**src/rtl/pattern_stream_ctrl.sv**
```systemverilog
// Pattern stream controller: reads Num_Pat bursts of Words_Per_Pat words from a
// pattern FIFO. Optional inter-pattern idle gap enabled by defining PAT_GAP_EN.
module pattern_stream_ctrl (
  input  logic        clk,
  input  logic        reset,
  input  logic        trig,
  input  logic        abort,
  input  logic [31:0] Num_Pat,
  input  logic [15:0] Words_Per_Pat,
  input  logic [7:0]  Gap_Len,
  input  logic [11:0] fifo_rd_count,
  input  logic        fifo_empty,
  output logic        stream_en,
  output logic        pat_load,
  output logic [31:0] pat_idx,
  output logic        busy,
  output logic        done,
  output logic        underflow
);

  typedef enum logic [2:0] {
    IDLE      = 3'd0,
    WAIT_DATA = 3'd1,
    STREAM    = 3'd2,
`ifdef PAT_GAP_EN
    GAP       = 3'd3,
`endif
    DONE      = 3'd4
  } state_t;

  state_t      state_q, state_d;

  logic [31:0] num_pat_q;
  logic [15:0] wpp_q;
  logic [15:0] word_cnt_q;
  logic [31:0] pat_idx_inc;
  logic        data_ready;
  logic        last_word;
  logic        trig_accept;

  logic        stream_en_d;
  logic        pat_load_d;
  logic        busy_d;
  logic        done_d;

`ifdef PAT_GAP_EN
  logic [7:0]  gap_len_q;
  logic [7:0]  gap_cnt_q;
`else
  logic        unused_gap_len;
  assign unused_gap_len = ^Gap_Len;
`endif

  // The FIFO count is compared against the sequence's captured burst length,
  // never the live port, so mid-sequence reprogramming cannot shorten a burst.
  assign data_ready  = ({4'd0, fifo_rd_count} >= wpp_q);
  assign last_word   = (state_q == STREAM) && (word_cnt_q == wpp_q - 16'd1);
  assign pat_idx_inc = pat_idx + 32'd1;
  assign trig_accept = (state_q == IDLE) && trig && !abort;

  // State register plus the registered copies of every output.
  always_ff @(posedge clk) begin
    // NOTE: sequential state is written with non-blocking assignments only, so
    // every flop samples the pre-edge values regardless of statement order.
    if (reset) begin
      state_q   <= IDLE;
      stream_en <= 1'b0;
      pat_load  <= 1'b0;
      busy      <= 1'b0;
      done      <= 1'b0;
    end else begin
      state_q   <= state_d;
      stream_en <= stream_en_d;
      pat_load  <= pat_load_d;
      busy      <= busy_d;
      done      <= done_d;
    end
  end

  // Next-state logic; abort overrides every transition.
  always_comb begin
    // NOTE: a default assignment at the top keeps this block free of latches on
    // paths that do not assign state_d explicitly.
    state_d = state_q;
    case (state_q)
      IDLE: begin
        if (trig) begin
          if ((Num_Pat == 32'd0) || (Words_Per_Pat == 16'd0)) state_d = DONE;
          else                                                state_d = WAIT_DATA;
        end
      end
      WAIT_DATA: begin
        if (data_ready) state_d = STREAM;
      end
      STREAM: begin
        if (last_word) begin
          if (pat_idx_inc == num_pat_q) begin
            state_d = DONE;
          end else begin
`ifdef PAT_GAP_EN
            state_d = (gap_len_q != 8'd0) ? GAP : WAIT_DATA;
`else
            state_d = WAIT_DATA;
`endif
          end
        end
      end
`ifdef PAT_GAP_EN
      GAP: begin
        if (gap_cnt_q == gap_len_q - 8'd1) state_d = WAIT_DATA;
      end
`endif
      DONE:    state_d = IDLE;
      default: state_d = IDLE;
    endcase
    if (abort) state_d = IDLE;
  end

  // Output logic: values computed here become visible one edge later.
  always_comb begin
    stream_en_d = (state_d == STREAM);
    busy_d      = (state_d != IDLE);
    done_d      = (state_d == DONE);
    pat_load_d  = last_word && !abort;
  end

  // Sequence datapath: captured configuration, counters, progress and status.
  always_ff @(posedge clk) begin
    if (reset) begin
      num_pat_q  <= 32'd0;
      wpp_q      <= 16'd0;
      word_cnt_q <= 16'd0;
      pat_idx    <= 32'd0;
      underflow  <= 1'b0;
    end else begin
      if (trig_accept) begin
        num_pat_q <= Num_Pat;
        wpp_q     <= Words_Per_Pat;
      end

      if ((state_q == STREAM) && (state_d == STREAM)) word_cnt_q <= word_cnt_q + 16'd1;
      else                                             word_cnt_q <= 16'd0;

      if (trig_accept)     pat_idx <= 32'd0;
      else if (pat_load_d) pat_idx <= pat_idx_inc;

      // Sticky until the next accepted sequence start.
      if (trig_accept)                  underflow <= 1'b0;
      else if (stream_en && fifo_empty) underflow <= 1'b1;
    end
  end

`ifdef PAT_GAP_EN
  always_ff @(posedge clk) begin
    if (reset) begin
      gap_len_q <= 8'd0;
      gap_cnt_q <= 8'd0;
    end else begin
      if (trig_accept) gap_len_q <= Gap_Len;
      if ((state_q == GAP) && (state_d == GAP)) gap_cnt_q <= gap_cnt_q + 8'd1;
      else                                      gap_cnt_q <= 8'd0;
    end
  end
`endif

endmodule

```
**config.mk**
```make
export PLATFORM = sky130hd
export DESIGN_NAME = pattern_stream_ctrl
export DESIGN_NICKNAME = d
export VERILOG_FILES = /design/src/rtl/pattern_stream_ctrl.sv
export SDC_FILE = /design/constraint.sdc
export NUM_CORES = 1
export LEC_CHECK = 0
export BUFFER_PORTS_ARGS = -buffer_cell sky130_fd_sc_hd__buf_2
export CAP_MARGIN = 10
export CORE_MARGIN = 1.5
export CORE_UTILIZATION = 50
export CTS_CLUSTER_SIZE = 14
export DETAILED_ROUTE_END_ITERATION = 8
export PLACE_DENSITY_LB_ADDON = 0.08
export SLEW_MARGIN = 10
export SYNTH_ARGS = -nofsm -noshare
export SYNTH_HDL_FRONTEND = slang
export SYNTH_SLANG_ARGS = --single-unit
```
**constraint.sdc**
```tcl
create_clock -name clk -period 4 [get_ports clk]
set_clock_uncertainty 0.15 [all_clocks]
set_input_delay 0.2 -clock clk [delete_from_list [all_inputs] [get_ports clk]]
set_output_delay 0.2 -clock clk [all_outputs]
set_load 0.05 [all_outputs]
```
# Word level (Yosys, flattened, before mapping)
# Cells that the tools add are included.
# totals
ff_bits	104
output_inout_bits	37
in_bits	73
# op_classes
n_reduce_logical	14
bitwise_logic	1
n_mux	7
n_lt_le_gt_ge	1
n_addsub	3
eq_ne	6
# ops
operator	count
$add A32 B1 Y32 const B	1
$eq A32 B32 Y1	1
$logic_not A32 Y1	1
$mux W3	6
$add A16 B1 Y16 const B	1
$eq A16 B16 Y1	1
$ge A12 B16 Y1	1
$logic_not A16 Y1	1
$sub A16 B1 Y16 const B	1
$pmux W3 S3	1
$eq A3 B2 Y1 const B	2
$logic_and A1 B1 Y1	6
$reduce_or A2 Y1	2
$eq A3 B1 Y1 const B	1
$eq A3 B3 Y1 const B	1
$logic_not A3 Y1	1
$reduce_bool A3 Y1	1
$logic_not A1 Y1	1
$logic_or A1 B1 Y1	1
$not A1 Y1	1

# Depth between registers and ports, before layout
# logic_depth
depth_word	10
depth_mapped	13
ltp_nobuf	11

# Worst setup path before layout
# Ideal clock, no wire load.
# synth_timing
path_type	register -> register
startpoint	register pat_idx[5]
endpoint	register busy
arrival_ns	3.287
required_time_ns	3.723
stages_incl_launch_ff	12
slack_ns	0.436
synth_period_minus_slack_ns	3.564
n_path_buf	2
setup_ns	0.127
path_cell_list	dfxtp_1 > buf_2 > nand4_4 > or4_1 > buf_2 > nor3_2 > mux2i_1 > a2111o_1 > a2111oi_4 > nand3_1 > a21o_1 > or3_1
# synth_via
elab_chain_len	7
# synth_rtl
element	line_no	rtl
start, declared	15	output logic [31:0] pat_idx,
start signal, assigned	145	else if (pat_load_d) pat_idx <= pat_idx_inc;
$add A32 B1 Y32	58	assign pat_idx_inc = pat_idx + 32'd1;
$eq A32 B32 Y1	97	if (pat_idx_inc == num_pat_q) begin
$mux W3	97	
$mux W3	96	if (last_word) begin
$pmux W3 S3	85	case (state_q)
$mux W3	116	if (abort) state_d = IDLE;
$reduce_bool A3 Y1	122	busy_d = (state_d != IDLE);
end signal, assigned	75	busy <= busy_d;
end, declared	16	output logic busy,
# Every way passes these cells.
# A chain may end at the register's enable or synchronous reset.

# Worst setup path after layout
# layout_timing
startpoint	register wpp_q[0]
endpoint	register word_cnt_q[5]
# layout_via
elab_chain_len	10
# layout_rtl
element	line_no	rtl
start, declared	34	logic [15:0] wpp_q;
start signal, assigned	138	wpp_q <= Words_Per_Pat;
$sub A16 B1 Y16	57	assign last_word = (state_q == STREAM) && (word_cnt_q == wpp_q - 16'd1);
$eq A16 B16 Y1	57	
$logic_and A1 B1 Y1	57	
$mux W3	96	
$pmux W3 S3 (*)	85	
$mux W3 (*)	116	
$eq A3 B2 Y1 (*)	141	if ((state_q == STREAM) && (state_d == STREAM)) word_cnt_q <= word_cnt_q + 16'd1;
$logic_and A1 B1 Y1 (*)	141	
$not A1 Y1 (no line) (*)	-	
$reduce_or A2 Y1 (no line) (*)	-	
end signal, assigned	141	
end, declared	35	logic [15:0] word_cnt_q;
# Every way passes the cells marked *; elsewhere a longest branch is shown, timed or not.

==> flow_metrics.tcl <==
set metrics [dict create \
    maximum_buffer_depth_of_the_clock_tree 2 \
    clk_latency_ps 350 \
    final_net_count 999 \
    worst_ep_required_time_ps 4120 \
    outcome "finished, final reports clean" \
    clkTransAtPathRegs_ps 70 \
    p_int_mw 1.621 \
    antenna_cells 0 \
    core_area_um2 11960 \
    max_clock_freq_mhz 272.5 \
    setup_violations 0 \
    first_pass_grt_wire_length_mm 28.03 \
    number_of_top_level_pins 110 \
    placedCellCount 1000 \
    grt_max_degree 52 \
    cts_inserted_buffers 9 \
    power_leakage_nw 2.900 \
    route.vias.total 6042 \
    synth_flop_cell "sky130_fd_sc_hd__dfxtp_1" \
    hold_viol 0 \
    p_switching_mw 0.5708 \
    hold_path.class "input pin to flip-flop" \
    post_layout_nonfiller_instances 1060 \
    max_cap_viol_count 0 \
    finalWirelength_mm 17.18 \
    timing.reg2reg.setup_slack_ps 330 \
    power.switching_fraction_pct 26.05 \
    areaGrowthSynthToFinish_pct 21.71 \
    die_width_um 113.4 \
    post_synth_inst_count 789 \
    final_period_minus_worst_setup_slack_ps 3669 \
    netlist_area_um2 6092 \
    timing.final.max_slew_violations 0 \
    post_detail_place_hpwl_mm 12.47 \
    final_antenna_violating_net_count 0 \
    power_frac_comb_pct 14.4 \
    antenna_found_initial 0 \
    synth_top_cells_by_count "sky130_fd_sc_hd__nand2_1, sky130_fd_sc_hd__dfxtp_1, sky130_fd_sc_hd__nor2_1, sky130_fd_sc_hd__a21oi_1, sky130_fd_sc_hd__xor2_1" \
    die-area_um2 12860 \
    maxSlewHeadroom_pct 34.41 \
    fin_setup_tns_ps 0 \
    avgViaCountPerCell 5.700 \
    pwr_density_cell_nw_per_um2 295.6 \
    route.detailed.wl_per_inst_um 16.21 \
    total_power_mw 2.191 \
    i_o_buffers 101 \
    clock_tree.root_cell "sky130_fd_sc_hd__clkbuf_16" \
    timing_worst_setup_path_type "flip-flop to flip-flop" \
    remaining_drc_errors 0 \
    number_of_global_route_vias_before_repair 5867 \
    cp-end-kind "flip-flop" \
    max-vdd-ir-drop_mv 0.2170 \
    synth_async_sr_flop_share_pct 0 \
    fraction_of_final_layout_cells_sized_beyond_drive_strength_1_pct 15.12 \
    finalHoldWorstSlack_ps 2.478 \
    synth_sequential_area_ratio_pct 34.18 \
    groute.usage.overall_pct 27.48 \
    cts_htree_levels 3 \
    startpoint_type "flip-flop" \
    die_h_um 113.4 \
    cp_max_fo 16 \
    clkPwrFrac_pct 36.0 \
    number_of_flops_mapped_to_enable_cells_by_yosys 0 \
    place_congestion 0.9153 \
    postSynthNetCount 877 \
    synthTopCellsByArea "sky130_fd_sc_hd__dfxtp_1, sky130_fd_sc_hd__xor2_1, sky130_fd_sc_hd__nand2_1" \
    cell_with_the_most_instances_after_synthesis "sky130_fd_sc_hd__nand2_1" \
    filler_cell_count 1112 \
    rsz_0062_raised_after_global_routing "no" \
    synth_seq_cells 104 \
    synth_area_per_cell_um2 7.721 \
    drt_first_iter_violations 326 \
    post_synth_num_cell_types 55 \
    worstMarginPinSlew_ps 983.9 \
    floorplan.rows 40 \
    timing.final.crit_share_pct 91.73 \
    drt_pass1_iterations 5 \
    timing.critical_path.arrival_ps 3790 \
    initial_util_pct 50.93 \
    area_share_of_the_largest_cell_type_after_synthesis_pct 34.18 \
    ys_warn_count 0 \
    synthDominantAreaCellType "sky130_fd_sc_hd__dfxtp_1" \
    cts_tree "built" \
    clock_sink_count 104 \
    final_global_route_overflow_total 0 \
    seq_power_share_pct 49.6 \
    final_util_pct 61.99 \
]
==> power groups by stage <==
stage               Clock (mW)  Sequential, mW  Combinational (mW)
floorplan                    0            1.10               0.184
global placement             0            1.11               0.270
detailed placement           0            1.11               0.277
CTS                      0.804            1.09               0.313
global route             0.838            1.09               0.347
finish                   0.788            1.09               0.316
==> sequential cells by signal (all words and copies together), names as in the netlist <==
name and flops:
word_cnt_q 16, stream_en 1, num_pat_q 32, done 1
pat_load 1, pat_idx 32, underflow 1, busy 1
state_q 3, wpp_q 16
==> stage by stage <==
step	setup slack, ps	area (um^2)
CTS	288.1	7408
finish	330.7	7415
detailed placement	306.8	6695
global placement	460.4	6695
floorplan	436.3	6092
global route	34.67	7415
==> placed cells by master, fill, tap and decap left out, types with 6 or more instances in the layout <==
cell	count
sky130_fd_sc_hd__nand2_1	134
sky130_fd_sc_hd__dfxtp_1	104
sky130_fd_sc_hd__buf_2	101
sky130_fd_sc_hd__nor2_1	68
sky130_fd_sc_hd__a21oi_1	62
sky130_fd_sc_hd__xor2_1	61
sky130_fd_sc_hd__dlygate4sd3_1	47
sky130_fd_sc_hd__xnor2_1	44
sky130_fd_sc_hd__nand3_1	34
sky130_fd_sc_hd__nand4_1	26
sky130_fd_sc_hd__nor4_1	25
sky130_fd_sc_hd__inv_1	22
sky130_fd_sc_hd__nor3_1	20
sky130_fd_sc_hd__ha_1	15
sky130_fd_sc_hd__buf_4	13
sky130_fd_sc_hd__and3_1	11
sky130_fd_sc_hd__nand2b_1	10
sky130_fd_sc_hd__o21ai_0	9
sky130_fd_sc_hd__clkbuf_16	9
sky130_fd_sc_hd__or4_1	7
sky130_fd_sc_hd__and4_1	6
==> metal layers <==
| layer | up-vias | global-route usage [%] | share of wire (%) |
|---|---|---|---|
| met5 | - | 0 | 0 |
| met4 | 0 | 13.42 | 3.6 |
| li1 | 2993 | - | - |
| met2 | 170 | 49.45 | 50 |
| met1 | 2838 | 32.49 | 43 |
| met3 | 41 | 3.294 | 4.0 |
==> area by class of cell <==
type	count	area, um^2	share of cell area (%)
Tap cell	147	183.9	2.481
Clock inverter	2	10.01	0.1350
Timing Repair Buffer	161	1074	14.48
Sequential cell	104	2082	28.08
Clock buffer	11	232.7	3.139
Multi-Input combinational cell	613	3750	50.57
Inverter	22	82.58	1.114
==> cell families after synthesis <==
group | Yosys count | share of synthesized area (%)
simple gates | 373 | 30.15
mux | 4 | 0.6572
compound gates | 116 | 12.20
flops | 104 | 34.18
buf+inv | 72 | 4.642
xor+xnor | 105 | 15.10
fa+ha+maj | 15 | 3.081
==> worst paths after layout <==
check | start | to | cells after the start
worst max register to register | wpp_q[0] | word_cnt_q[5] | 9
worst min-delay path | Num_Pat[31] | num_pat_q[31] | 3
worst min register to register | num_pat_q[3] | num_pat_q[3] | 2
worst max-delay path | wpp_q[0] | word_cnt_q[5] | 9
==> what timing repair did <==
action	CTS	global route
resized for setup	0	1
endpoints found under the setup margin	0	1
endpoints found under the hold margin	47	0
hold buffers	47	0
buffers inserted	0	0
==> critical path, stage by stage, from the launching register on <==
cell                       delay, ps
sky130_fd_sc_hd__dfxtp_1         380
sky130_fd_sc_hd__or4_1           630
sky130_fd_sc_hd__nor4_2          420
sky130_fd_sc_hd__xnor2_1         170
sky130_fd_sc_hd__a221oi_1        110
sky130_fd_sc_hd__o22ai_1         440
sky130_fd_sc_hd__o21ai_0         220
sky130_fd_sc_hd__a21oi_1         270
sky130_fd_sc_hd__nand3_1         550
sky130_fd_sc_hd__nor2_1          260
Power figures use the tool's default switching activity.
